--- config.mk ---
export PLATFORM = sky130hd
export DESIGN_NAME = uart
export DESIGN_NICKNAME = d
export VERILOG_FILES = /design/src/rtl/configure.sv /design/src/rtl/uart_rx.sv /design/src/rtl/uart.sv
export SDC_FILE = /design/constraint.sdc
export NUM_CORES = 1
export LEC_CHECK = 0
export CORE_MARGIN = 1.5
export CORE_UTILIZATION = 30
export CTS_CLUSTER_DIAMETER = 80
export DETAILED_ROUTE_END_ITERATION = 8
export SETUP_SLACK_MARGIN = 0.5
export SYNTH_ARGS = -nofsm -noshare
export SYNTH_HDL_FRONTEND = slang
export SYNTH_SLANG_ARGS = --single-unit
--- constraint.sdc ---
create_clock -name clock -period 2.05 [get_ports clock]
set_input_delay 0.41 -clock clock [delete_from_list [all_inputs] [get_ports clock]]
set_output_delay 0.41 -clock clock [all_outputs]
set_load 0.01 [all_outputs]
--- src/rtl/configure.sv ---
// Shared build constants: baud divider, UART status bit positions and UART FSM state types.
package configure;

   localparam int unsigned clks_per_bit = 433;

   localparam int unsigned uart_rx_data_lsb  = 0;
   localparam int unsigned uart_rx_valid_bit = 8;
   localparam int unsigned uart_tx_busy_bit  = 9;
   localparam int unsigned uart_overrun_bit  = 10;

   typedef enum logic [1:0] {
      TX_IDLE,
      TX_START,
      TX_DATA,
      TX_STOP
   } uart_tx_state_t;

   typedef enum logic [1:0] {
      RX_IDLE,
      RX_START,
      RX_DATA,
      RX_STOP
   } uart_rx_state_t;

endpackage

--- src/rtl/uart_rx.sv ---
// 8N1 receiver: 2-flop synchronizer, start-bit glitch reject, mid-bit sampling.
// Emits a one-cycle strobe with the byte when a frame ends with a valid stop bit.
module uart_rx
   import configure::*;
#(
   parameter int unsigned CLKS_PER_BIT = clks_per_bit
) (
   input  logic       clock,
   input  logic       reset,
   input  logic       i_rx,
   output logic       o_valid,
   output logic [7:0] o_data
);

   localparam int unsigned CW   = $clog2(CLKS_PER_BIT + 1);
   localparam int unsigned HALF = CLKS_PER_BIT / 2;

   // [0],[1] form the synchronizer; [2] holds the previous synced level for edge detection
   logic [2:0]     r_sync;
   logic [CW-1:0]  r_cnt;
   logic [2:0]     r_bit;
   logic [7:0]     r_shift;
   uart_rx_state_t r_state;
   logic           w_line;

   assign w_line = r_sync[1];

   always_ff @(posedge clock) begin
      if (reset) begin
         r_sync  <= '1;
         r_cnt   <= '0;
         r_bit   <= '0;
         r_shift <= '0;
         r_state <= RX_IDLE;
         o_valid <= 1'b0;
         o_data  <= '0;
      end else begin
         r_sync  <= {r_sync[1:0], i_rx};
         o_valid <= 1'b0;
         case (r_state)
            RX_IDLE: begin
               r_cnt <= '0;
               r_bit <= '0;
               if (r_sync[2] && !w_line) r_state <= RX_START;
            end
            RX_START: begin
               if (r_cnt == CW'(HALF - 1)) begin
                  r_cnt   <= '0;
                  r_state <= w_line ? RX_IDLE : RX_DATA;
               end else begin
                  r_cnt <= r_cnt + CW'(1);
               end
            end
            RX_DATA: begin
               if (r_cnt == CW'(CLKS_PER_BIT)) begin
                  r_cnt   <= '0;
                  r_shift <= {w_line, r_shift[7:1]};
                  r_bit   <= r_bit + 3'd1;
                  if (r_bit == 3'd7) r_state <= RX_STOP;
               end else begin
                  r_cnt <= r_cnt + CW'(1);
               end
            end
            RX_STOP: begin
               if (r_cnt == CW'(CLKS_PER_BIT)) begin
                  r_cnt   <= '0;
                  r_state <= RX_IDLE;
                  if (w_line) begin
                     o_valid <= 1'b1;
                     o_data  <= r_shift;
                  end
               end else begin
                  r_cnt <= r_cnt + CW'(1);
               end
            end
            default: r_state <= RX_IDLE;
         endcase
      end
   end

endmodule

--- src/rtl/uart.sv ---
// Memory-mapped 8N1 UART: writes send a byte (stalling while TX busy),
// reads return {overrun, tx_busy, rx_valid, rx_data} and clear the RX flags.
module uart
   import configure::*;
#(
   parameter int unsigned CLKS_PER_BIT = clks_per_bit
) (
   input  logic        reset,
   input  logic        clock,
   input  logic        mem_valid,
   input  logic [31:0] mem_addr,
   input  logic [31:0] mem_wdata,
   input  logic [3:0]  mem_wstrb,
   output logic [31:0] mem_rdata,
   output logic        mem_ready,
   input  logic        uart_rx,
   output logic        uart_tx
);

   localparam int unsigned CW = $clog2(CLKS_PER_BIT + 1);

   uart_tx_state_t r_tx_state;
   logic [CW-1:0]  r_tx_cnt;
   logic [2:0]     r_tx_bit;
   logic [7:0]     r_tx_shift;
   logic [7:0]     r_rx_data;
   logic           r_rx_valid;
   logic           r_overrun;

   logic        w_tx_busy;
   logic        w_req;
   logic        w_wr;
   logic        w_rd;
   logic        w_rx_strobe;
   logic [7:0]  w_rx_byte;
   logic [31:0] w_status;
   logic        w_unused;

   assign w_unused  = &{1'b0, mem_addr, mem_wdata[31:8]};
   assign w_tx_busy = (r_tx_state != TX_IDLE);
   assign w_req     = mem_valid && !mem_ready;
   assign w_wr      = w_req && (mem_wstrb != 4'h0) && !w_tx_busy;
   assign w_rd      = w_req && (mem_wstrb == 4'h0);

   always_comb begin
      w_status = '0;
      w_status[uart_rx_data_lsb +: 8] = r_rx_data;
      w_status[uart_rx_valid_bit]     = r_rx_valid;
      w_status[uart_tx_busy_bit]      = w_tx_busy;
      w_status[uart_overrun_bit]      = r_overrun;
   end

   uart_rx #(.CLKS_PER_BIT(CLKS_PER_BIT)) u_rx (
      .clock   (clock),
      .reset   (reset),
      .i_rx    (uart_rx),
      .o_valid (w_rx_strobe),
      .o_data  (w_rx_byte)
   );

   always_ff @(posedge clock) begin
      if (reset) begin
         mem_ready  <= 1'b0;
         mem_rdata  <= '0;
         uart_tx    <= 1'b1;
         r_tx_state <= TX_IDLE;
         r_tx_cnt   <= '0;
         r_tx_bit   <= '0;
         r_tx_shift <= '0;
         r_rx_data  <= '0;
         r_rx_valid <= 1'b0;
         r_overrun  <= 1'b0;
      end else begin
         mem_ready <= w_wr || w_rd;
         if (w_rd) begin
            mem_rdata  <= w_status;
            r_rx_valid <= 1'b0;
            r_overrun  <= 1'b0;
         end
         // a byte landing in the same cycle as a read wins and is not an overrun
         if (w_rx_strobe) begin
            r_rx_data  <= w_rx_byte;
            r_rx_valid <= 1'b1;
            if (r_rx_valid && !w_rd) r_overrun <= 1'b1;
         end

         case (r_tx_state)
            TX_IDLE: begin
               uart_tx  <= 1'b1;
               r_tx_cnt <= '0;
               if (w_wr) begin
                  r_tx_shift <= mem_wdata[7:0];
                  uart_tx    <= 1'b0;
                  r_tx_state <= TX_START;
               end
            end
            TX_START: begin
               if (r_tx_cnt == CW'(CLKS_PER_BIT)) begin
                  r_tx_cnt   <= '0;
                  r_tx_bit   <= '0;
                  uart_tx    <= r_tx_shift[0];
                  r_tx_state <= TX_DATA;
               end else begin
                  r_tx_cnt <= r_tx_cnt + CW'(1);
               end
            end
            TX_DATA: begin
               if (r_tx_cnt == CW'(CLKS_PER_BIT)) begin
                  r_tx_cnt   <= '0;
                  r_tx_shift <= r_tx_shift >> 1;
                  if (r_tx_bit == 3'd7) begin
                     uart_tx    <= 1'b1;
                     r_tx_state <= TX_STOP;
                  end else begin
                     r_tx_bit <= r_tx_bit + 3'd1;
                     uart_tx  <= r_tx_shift[1];
                  end
               end else begin
                  r_tx_cnt <= r_tx_cnt + CW'(1);
               end
            end
            TX_STOP: begin
               if (r_tx_cnt == CW'(CLKS_PER_BIT)) begin
                  r_tx_cnt   <= '0;
                  r_tx_state <= TX_IDLE;
               end else begin
                  r_tx_cnt <= r_tx_cnt + CW'(1);
               end
            end
            default: r_tx_state <= TX_IDLE;
         endcase
      end
   end

endmodule

==> results of run 1 <==
per-stage QoR:
step	util, %	power (mW)	hold slack, ns
4_1_cts	38.7	4.29	0.418
2_1_floorplan	-	2.52	0.389
3_5_place_dp	34.7	2.72	0.403
3_3_place_gp	34.7	2.70	0.402
6_report	40.0	4.44	0.411
5_1_grt	40.0	4.67	0.432
cell usage in the layout, fill, tap and decap left out, types with 3 or more instances in the layout:
| cell | n |
|---|---|
| nor3_1 | 18 |
| and2_1 | 3 |
| inv_1 | 5 |
| dfxtp_1 | 69 |
| a31o_2 | 7 |
| a31oi_1 | 7 |
| dlygate4sd2_1 | 18 |
| xnor2_1 | 9 |
| nor4_1 | 7 |
| clkdlybuf4s50_1 | 10 |
| dfxtp_2 | 7 |
| or2_2 | 4 |
| inv_2 | 3 |
| ha_1 | 4 |
| clkbuf_16 | 9 |
| conb_1 | 21 |
| o21ai_0 | 10 |
| xor2_1 | 5 |
| nand4_1 | 4 |
| nor2_1 | 39 |
| nand3_1 | 8 |
| nand2_1 | 40 |
| mux2_2 | 7 |
| ha_4 | 7 |
| buf_6 | 4 |
| dfxtp_4 | 3 |
| buf_4 | 25 |
| a21oi_1 | 21 |
| mux2i_1 | 17 |
| a211oi_1 | 3 |
power by group through the flow:
| stage | Sequential (mW) | Clock (mW) | Combinational, mW |
|---|---|---|---|
| after floorplan | 1.75 | 0 | 0.770 |
| after global placement | 1.76 | 0 | 0.939 |
| after detailed placement | 1.77 | 0 | 0.946 |
| after CTS | 1.74 | 1.49 | 1.06 |
| after global routing | 1.77 | 1.56 | 1.34 |
| final | 1.76 | 1.45 | 1.23 |
what timing repair did:
| action | 4_1_cts | 5_1_grt |
|---|---|---|
| cloned | 1 | 1 |
| gates resized for setup | 52 | 22 |
| setup endpoints to repair | 54 | 51 |
| setup buffers | 11 | 8 |
| pin swaps | 13 | 17 |
worst paths after layout:
check	start	endpoint	slack (ns)	cells after the start
worst max-delay path	r_tx_cnt[3]	uart_tx	0.38	4
worst min-delay path	u_rx.r_sync[0]	u_rx.r_sync[1]	0.41	1
worst max register to register	r_tx_cnt[3]	uart_tx	0.38	4
worst min register to register	u_rx.r_sync[0]	u_rx.r_sync[1]	0.41	1
logic make-up (layout without fill, tap and decap cells):
family                     after synthesis  in the layout
xor gates and xnor gates                14             14
AOI/OAI and AO/OA                       66             66
muxes                                   25             25
DFF                                     79             79
adders and majority gates               12             12
and+or+nand+nor                        151            152
buffers and inverters                   51             83
other                                    1             21
flip-flops by register name (all words and copies together) (netlist names), 2 cells and up, named ones only:
register,flops
u_rx.r_shift,8
r_tx_cnt,9
r_tx_state,2
u_rx.o_data,8
u_rx.r_cnt,9
u_rx.r_bit,3
r_tx_bit,3
u_rx.r_sync,3
mem_rdata,11
r_tx_shift,8
r_rx_data,8
final cells by class:
class                      count  area, sq um  share of cell area [%]
tap                          143          179                    3.86
clock inverter                 6         46.3                    1.00
inverter                       9         36.3                   0.784
timing repair buffer          59          515                    11.1
multi-input combinational    290         2030                    43.8
clock buffer                   9          225                    4.86
sequential                    79         1600                    34.6
worst max-delay path, stage by stage (launching register included):
cell and delay [ns]:
dfxtp_4 0.34, or4b_4 0.58, o31a_1 0.31, a311oi_2 0.26, a211o_1 0.14
routing by layer:
metal | share of wire [%] | routed length, microns | up-vias
met5 | 0 | 0 | -
met4 | 1.0 | 77 | 0
met3 | 4.1 | 304 | 11
met2 | 50 | 3710 | 56
met1 | 45 | 3300 | 1413
li1 | - | - | 1459
==> run_results.csv, run 1 <==
group,metric,value,unit
global_route,grt_pass1_wl,12.3,mm
placed_design,dpl.hpwl,4.67,mm
timing,fin_skew,0.00595,ns
detailed_routing,wirelength,7.39,mm
placed_design,dpl_cell_area,4010,sq um
critical_path,path_class,"flip-flop to flip-flop",
clock_tree,h-tree-depth,3,
power_and_ir_drop,p_seq_share,39.6,%
min_path,min_path_type,"flip-flop to flip-flop",
status,outcome,"completed",
power_and_ir_drop,peakVddDrop,0.516,mV
global_route,met3_usage,4.16,%
power_and_ir_drop,netSwitchingPower,1.35,mW
placed_design,portBuffers,28,
timing,final.setup.tns,0,ns
detailed_routing,wl_per_cell,12.4,microns
global_route,met2_usage,21.1,%
timing,fin_crit_sh,81.6,%
logic_synthesis,synth-async-reset-ratio,0,%
global_route,grt_use_met1,13.3,%
logic_synthesis,synth_top_area_share,43.9,%
clock_tree,clockRootBuffer,"clkbuf_16",
logic_synthesis,synth_simple_gate_area_share,21.3,%
global_route,grtUsageTotal,11.8,%
clock_tree,cts_hold_buf,0,
floorplanning,die-area,12700,sq um
global_route,grt_max_degree,45,
placed_design,gp_congestion,0.741,
floorplanning,start_util,31.2,%
placed_design,place_ws,0.0299,ns
logic_synthesis,yosysSeqAreaShare,43.9,%
critical_path,crit_fanout,3,
global_route,antenna_found_initial,0,
clock_tree,cts_tree,"built",
detailed_routing,first_pass_iters,7,
logic_synthesis,ys_seq_elements,79,
power_and_ir_drop,cellPowerDensity,958,nW/um^2
power_and_ir_drop,intPower,3.08,mW
logic_synthesis,synth_area_leader_cell,"dfxtp_1",
logic_synthesis,synth_common_cells,"dfxtp_1 (79), nand2_1 (41), nor2_1 (41)",
timing,fmax,598,MHz
detailed_routing,viasPerCell,4.94,
global_route,overflow,0,
timing,setup_viol,0,
placed_design,dp.cells,559,
logic_synthesis,synth_mux_area_share,7.19,%
power_and_ir_drop,switching_share,30.5,%
timing,max_slew_margin,58.8,%
global_route,grt-busiest-layer,"met2",
clock_tree,clk_path_buf_depth,2,
power_and_ir_drop,clkPwrFrac,32.6,%
timing,period_minus_slack,1.67,ns
floorplanning,core-area,11600,sq um
final_layout,fill_cells,1143,
timing,finalWorstSetupSlack,0.376,ns
logic_synthesis,synth_edf_count,0,
timing,hold_violations,0,
floorplanning,die_h,113,microns
logic_synthesis,synth_compound_gate_area_share,12.3,%
floorplanning,rows,39,
clock_tree,cts_made_buffers,9,
detailed_routing,drt_iter0_drc,198,
clock_tree,path_clk_slew,0.06,ns
logic_synthesis,synth_top_family_by_area,"simple AND/OR/NAND/NOR gates",
logic_synthesis,synth.distinct_cells,53,
logic_synthesis,ys.flop_type,"dfxtp_1",
power_and_ir_drop,pwr-share-comb,27.8,%
logic_synthesis,syn_area_per_cell,9.03,sq um
detailed_routing,drc_errors,0,
timing,worst_pin_slew,0.613,ns
logic_synthesis,netlist_instances,399,
critical_path,cp.arrival,1.96,ns
detailed_routing,ant_nets,0,
final_layout,instances_no_fill,595,
floorplanning,pin_count,106,
flow_run,drv_cap,0,
logic_synthesis,synth-xor-area-share,3.40,%
logic_synthesis,synthAdderAreaFrac,4.17,%
clock_tree,worstSkewPairLatency,0.34,ns
power_and_ir_drop,leakage,1.71,nW
clock_tree,cts.sinks,79,
detailed_routing,vias,2939,
timing,drv_slew,0,
final_layout,fin_nets,532,
logic_synthesis,yosysMostFrequentCell,"dfxtp_1",
critical_path,required,2.33,ns
final_layout,antenna_cells,0,
final_layout,final_cell_area,4630,sq um
global_route,grt_pass1_vias,2816,
timing,rsz0062_at_grt,"yes",
logic_synthesis,synth_area,3600,sq um
floorplanning,die_w,113,microns
critical_path,crit_path_start_kind,"flip-flop",
final_layout,drive_above_1_share,24.6,%
critical_path,worstSetupEndpointType,"flip-flop",
logic_synthesis,ys_warn_count,0,
logic_synthesis,yosys-top-cells-area,"dfxtp_1 (44%), mux2i_1 (5.0%), buf_4 (4.4%), nand2_1 (4.3%), nor2_1 (4.3%)",
final_layout,area_delta_synth_final,28.5,%
No activity file was read; power rests on OpenSTA's default activity.
==> run 2, diff against run 1 <==
- clock period: 2.05 -> 1.4 ns (I/O delays scaled with it)
==> run_results.csv, run 2 (synthesis results as in run 1) <==
group,metric,value,unit
detailed_routing,vias,3113,
critical_path,startpoint,"r_tx_cnt[3]",
global_route,met3_usage,4.75,%
global_route,grt-busiest-layer,"met2",
timing,max_slew_margin,56.7,%
critical_path,rrSetupSlack,-0.23,ns
power_and_ir_drop,cellPowerDensity,1280,nW/um^2
final_layout,final_util,48.3,%
clock_tree,cts.sinks,79,
power_and_ir_drop,leakage,2.15,nW
global_route,antenna_found_initial,0,
global_route,grt_pass1_wl,14.5,mm
final_layout,top_regs,"mem_rdata (11), r_tx_cnt (9), u_rx.r_cnt (9)",
detailed_routing,drc_errors,0,
timing,hold_violations,0,
detailed_routing,wirelength,8.97,mm
clock_tree,cts_made_buffers,9,
floorplanning,die-area,12700,sq um
min_path,hold_end,"u_rx.r_sync[1]",
final_layout,antenna_cells,0,
floorplanning,die_w,113,microns
clock_tree,h-tree-depth,3,
final_layout,final_cell_mix,"dfxtp_1 (56), buf_4 (56), nor2_1 (36)",
flow_run,drv_cap,0,
critical_path,reg2regPathDepth,5,
global_route,overflow,0,
critical_path,crit_fanout,3,
final_layout,largest_reg_flops,11,
final_layout,regMostFlops,"mem_rdata",
global_route,grt_pass1_vias,3183,
final_layout,fin_nets,586,
floorplanning,core-area,11600,sq um
min_path,min_path_type,"flip-flop to flip-flop",
timing,finalWorstSetupSlack,-0.232,ns
clock_tree,clk_path_buf_depth,2,
global_route,grtUsageTotal,14.2,%
detailed_routing,wl_per_cell,13.8,microns
timing,fmax,613,MHz
status,outcome,"complete, but fails checks",
timing,setup_viol,54,
clock_tree,worstSkewPairLatency,0.34,ns
critical_path,worstSetupEndpointType,"flip-flop",
final_layout,drive_above_1_share,47.6,%
critical_path,path_class,"flip-flop to flip-flop",
critical_path,crit_path_start_kind,"flip-flop",
floorplanning,pin_count,106,
floorplanning,die_h,113,microns
min_path,hold_depth,1,
detailed_routing,viasPerCell,4.80,
clock_tree,clockRootBuffer,"clkbuf_16",
floorplanning,start_util,31.2,%
timing,fin_skew,0.00696,ns
detailed_routing,ant_nets,0,
global_route,grt_use_met1,16.8,%
clock_tree,cts_hold_buf,0,
placed_design,portBuffers,28,
power_and_ir_drop,peakVddDrop,0.950,mV
status,violations,"negative setup slack",
timing,worst_pin_slew,0.645,ns
min_path,min_from,"u_rx.r_sync[0]",
timing,fin_crit_sh,117,%
timing,hold_slack,0.429,ns
detailed_routing,first_pass_iters,4,
critical_path,cp.arrival,1.90,ns
timing,rsz0062_at_grt,"yes",
critical_path,r2r-start,"r_tx_cnt[3]",
timing,period_minus_slack,1.63,ns
clock_tree,path_clk_slew,0.06,ns
detailed_routing,drt_iter0_drc,173,
clock_tree,cts_tree,"built",
placed_design,gp_congestion,0.760,
placed_design,dpl.hpwl,5.47,mm
floorplanning,rows,39,
final_layout,area_delta_synth_final,55.0,%
global_route,met2_usage,24.8,%
critical_path,required,1.66,ns
timing,drv_slew,0,
critical_path,timing.rr.end,"r_tx_bit[0]",
global_route,grt_max_degree,19,
## run 2: cell count changes in the layout (fill, tap and decap cells not counted), moves of 7 or more
cell,delta
buf_4,+31
nor4_1,-7
nand2_4,+9
dlygate4sd2_1,-16
dfxtp_1,-13
buf_6,+29
nand2_1,-18
a21oi_1,-9
a21oi_2,+10
dfxtp_2,+12
o21ai_0,-7
nand2_2,+7
## run 2: per-layer routing
layer | vias to the layer above | part of all wire (%) | wire [microns]
li1 | 1567 | - | -
met2 | 56 | 50 | 4450
met3 | 9 | 4.2 | 377
met5 | - | 0 | 0
met4 | 0 | 0.80 | 72
met1 | 1481 | 45 | 4080
## run 2: timing repair
action | in CTS | in global routing
resized for setup | 177 | 49
buffers inserted | 8 | 11
gates cloned | 6 | 3
pin swaps | 45 | 29
setup endpoints to repair | 92 | 89
## run 2: report_power, final
group / leakage (nW) / switching, mW / internal [mW]
registers: 0.652 / 0.132 / 2.44
logic: 1.36 / 1.18 / 1.21
clock network: 0.136 / 0.935 / 1.26
## run 2: worst max-delay path, stage by stage, from the launching register on
cell	delay (ns)
dfxtp_4	0.34
or4b_4	0.58
buf_4	0.17
nor4_4	0.26
o21ai_1	0.09
a21oi_1	0.13
## run 2: through the flow
stage / setup TNS (ns) / setup WS, ns / cells / power [mW] / cell area [sq um]
floorplan: -3.20 / -0.151 / 419 / 3.93 / 3890
global placement: -14.70 / -0.401 / 606 / 4.33 / 4460
detailed placement: -16.90 / -0.465 / 606 / 4.38 / 4460
CTS: -7.18 / -0.250 / 635 / 6.99 / 5250
global route: -10.86 / -0.297 / 649 / 7.53 / 5590
finish: -7.37 / -0.232 / 649 / 7.16 / 5590
## run 2: worst max path at each step
stage                    endpoint  slack [ns]  depth (start not counted)
floorplan                 uart_tx       -0.15                          4
global placement       r_rx_valid       -0.40                          7
detailed placement  r_tx_shift[1]       -0.46                          5
CTS                       uart_tx       -0.25                          4
global route        r_tx_shift[6]       -0.30                          4
finish                r_tx_bit[0]       -0.23                          5
## run 2: area by class of cell
cell class              count  area [sq um]
well taps                 143           179
repair buffers            110          1080
clock buffers              10           239
inverters                   9          38.8
fillers                  1014          5980
flip-flops and latches     79          1620
multi-input cells         293          2390
clock inverters             5          42.5
==> run 3, diff against run 2 <==
- CORE_MARGIN: 1.5 -> not set
==> run_results.csv, run 3 (synthesis results as in run 1) <==
group,metric,value,unit
timing,fin_crit_sh,115,%
floorplanning,die_h,112,microns
floorplanning,rows,39,
floorplanning,start_util,31.2,%
floorplanning,core-area,11600,sq um
final_layout,drive_above_1_share,49.2,%
critical_path,path_class,"flip-flop to flip-flop",
critical_path,cpMaxStageDelayCell,"or4b_4",
floorplanning,die-area,12500,sq um
global_route,antenna_found_initial,0,
power_and_ir_drop,peakVddDrop,0.853,mV
timing,finalWorstSetupSlack,-0.213,ns
critical_path,worstSetupEndpointType,"flip-flop",
timing,setup_viol,50,
detailed_routing,ant_nets,0,
critical_path,rrSetupSlack,-0.21,ns
timing,hold_violations,0,
critical_path,path_cells,"or4b_4 > o31a_1 > a311oi_1 > a211o_1",
critical_path,cp.arrival,1.89,ns
placed_design,portBuffers,28,
detailed_routing,vias,3188,
final_layout,top_regs,"mem_rdata (11), r_tx_cnt (9), u_rx.r_cnt (9)",
timing,fmax,620,MHz
global_route,grt_max_degree,19,
clock_tree,cts_made_buffers,9,
final_layout,final_cell_mix,"buf_4 (59), dfxtp_1 (56), buf_6 (35)",
detailed_routing,drt_iter0_drc,125,
power_and_ir_drop,switching_share,31.5,%
min_path,min_path_type,"flip-flop to flip-flop",
power_and_ir_drop,intPower,5.09,mW
clock_tree,clockRootBuffer,"clkbuf_16",
timing,fin_skew,0.00566,ns
critical_path,path_buf_inv,0,
timing,period_minus_slack,1.61,ns
detailed_routing,drc_errors,5,
clock_tree,cts_tree,"built",
status,violations,"design-rule violations, negative setup slack",
clock_tree,path_clk_slew,0.07,ns
floorplanning,die_w,112,microns
final_layout,fin_nets,589,
flow_run,drv_cap,0,
clock_tree,clk_path_buf_depth,2,
final_layout,area_delta_synth_final,55.4,%
clock_tree,h-tree-depth,3,
status,outcome,"complete, but fails checks",
power_and_ir_drop,netSwitchingPower,2.34,mW
power_and_ir_drop,leakage,2.18,nW
floorplanning,pin_count,106,
power_and_ir_drop,p_total,7.42,mW
global_route,grt_pass1_vias,3161,
clock_tree,cts.sinks,79,
detailed_routing,wirelength,9.00,mm
detailed_routing,viasPerCell,4.88,
final_layout,regMostFlops,"mem_rdata",
critical_path,crit_path_start_kind,"flip-flop",
critical_path,crit_fanout,3,
global_route,grtUsageTotal,14.5,%
critical_path,crit_path_max_incr_delay,0.58,ns
detailed_routing,first_pass_iters,6,
timing,rsz0062_at_grt,"yes",
placed_design,gp_congestion,0.765,
power_and_ir_drop,p_seq_share,34.7,%
timing,drv_slew,0,
clock_tree,worstSkewPairLatency,0.34,ns
detailed_routing,wl_per_cell,13.8,microns
global_route,grt_pass1_wl,14.6,mm
global_route,overflow,0,
power_and_ir_drop,pwr-share-comb,32.5,%
final_layout,antenna_cells,0,
final_layout,largest_reg_flops,11,
timing,hold_slack,0.431,ns
power_and_ir_drop,cellPowerDensity,1330,nW/um^2
final_layout,layout_commonest_cell,"buf_4",
power_and_ir_drop,clkPwrFrac,32.8,%
placed_design,dpl.hpwl,5.43,mm
critical_path,required,1.68,ns
critical_path,cp_top_family,"compound AO/OA/AOI/OAI gates",
==> run 3: power by group through the flow <==
stage               Sequential (mW)  Clock [mW]  Combinational, mW
floorplan                      2.59           0               1.33
global placement               2.60           0               1.73
detailed placement             2.60           0               1.77
CTS                            2.56        2.49               2.11
global route                   2.60        2.58               2.61
finish                         2.58        2.43               2.41
==> run 3: final timing paths <==
check / from / end / cells after the start
hold reg to reg: u_rx.r_sync[0] / u_rx.r_sync[1] / 1
setup / recovery: r_tx_cnt[3] / uart_tx / 4
setup reg to reg: r_tx_cnt[3] / uart_tx / 4
hold / removal: u_rx.r_sync[0] / u_rx.r_sync[1] / 1
==> run 3: what timing repair did <==
action                     CTS  global route
setup buffers               17             4
hold buffers                 0             0
gates resized for setup    155            70
gates cloned                 8             1
pin swaps                   43            27
setup endpoints to repair   92            89
==> run 3: layer usage <==
metal | global-route usage [%] | part of all wire [%] | up-vias
li1 | - | - | 1571
met1 | 16.7 | 45 | 1543
met2 | 25.8 | 50 | 61
met3 | 4.52 | 3.7 | 13
met4 | 4.14 | 1.4 | 0
met5 | 0 | 0 | -
==> run 3: final cells by class <==
class | instances | area (sq um)
fillers | 1035 | 5960
multi-input cells | 292 | 2380
flip-flops and latches | 79 | 1620
repair buffers | 114 | 1070
clock buffers | 9 | 225
well taps | 143 | 179
clock inverters | 7 | 86.3
inverters | 9 | 38.8
==> run 3: per-stage QoR <==
step / utilization, % / setup WS, ns / cells / instance area, sq um / TNS [ns]
3_3_place_gp: 38.7 / -0.397 / 607 / 4470 / -14.71
4_1_cts: 45.9 / -0.244 / 648 / 5300 / -6.54
3_5_place_dp: 38.7 / -0.437 / 607 / 4470 / -16.05
6_report: 48.4 / -0.213 / 653 / 5600 / -6.66
2_1_floorplan: - / -0.151 / 419 / 3890 / -3.20
5_1_grt: 48.4 / -0.305 / 653 / 5600 / -11.94
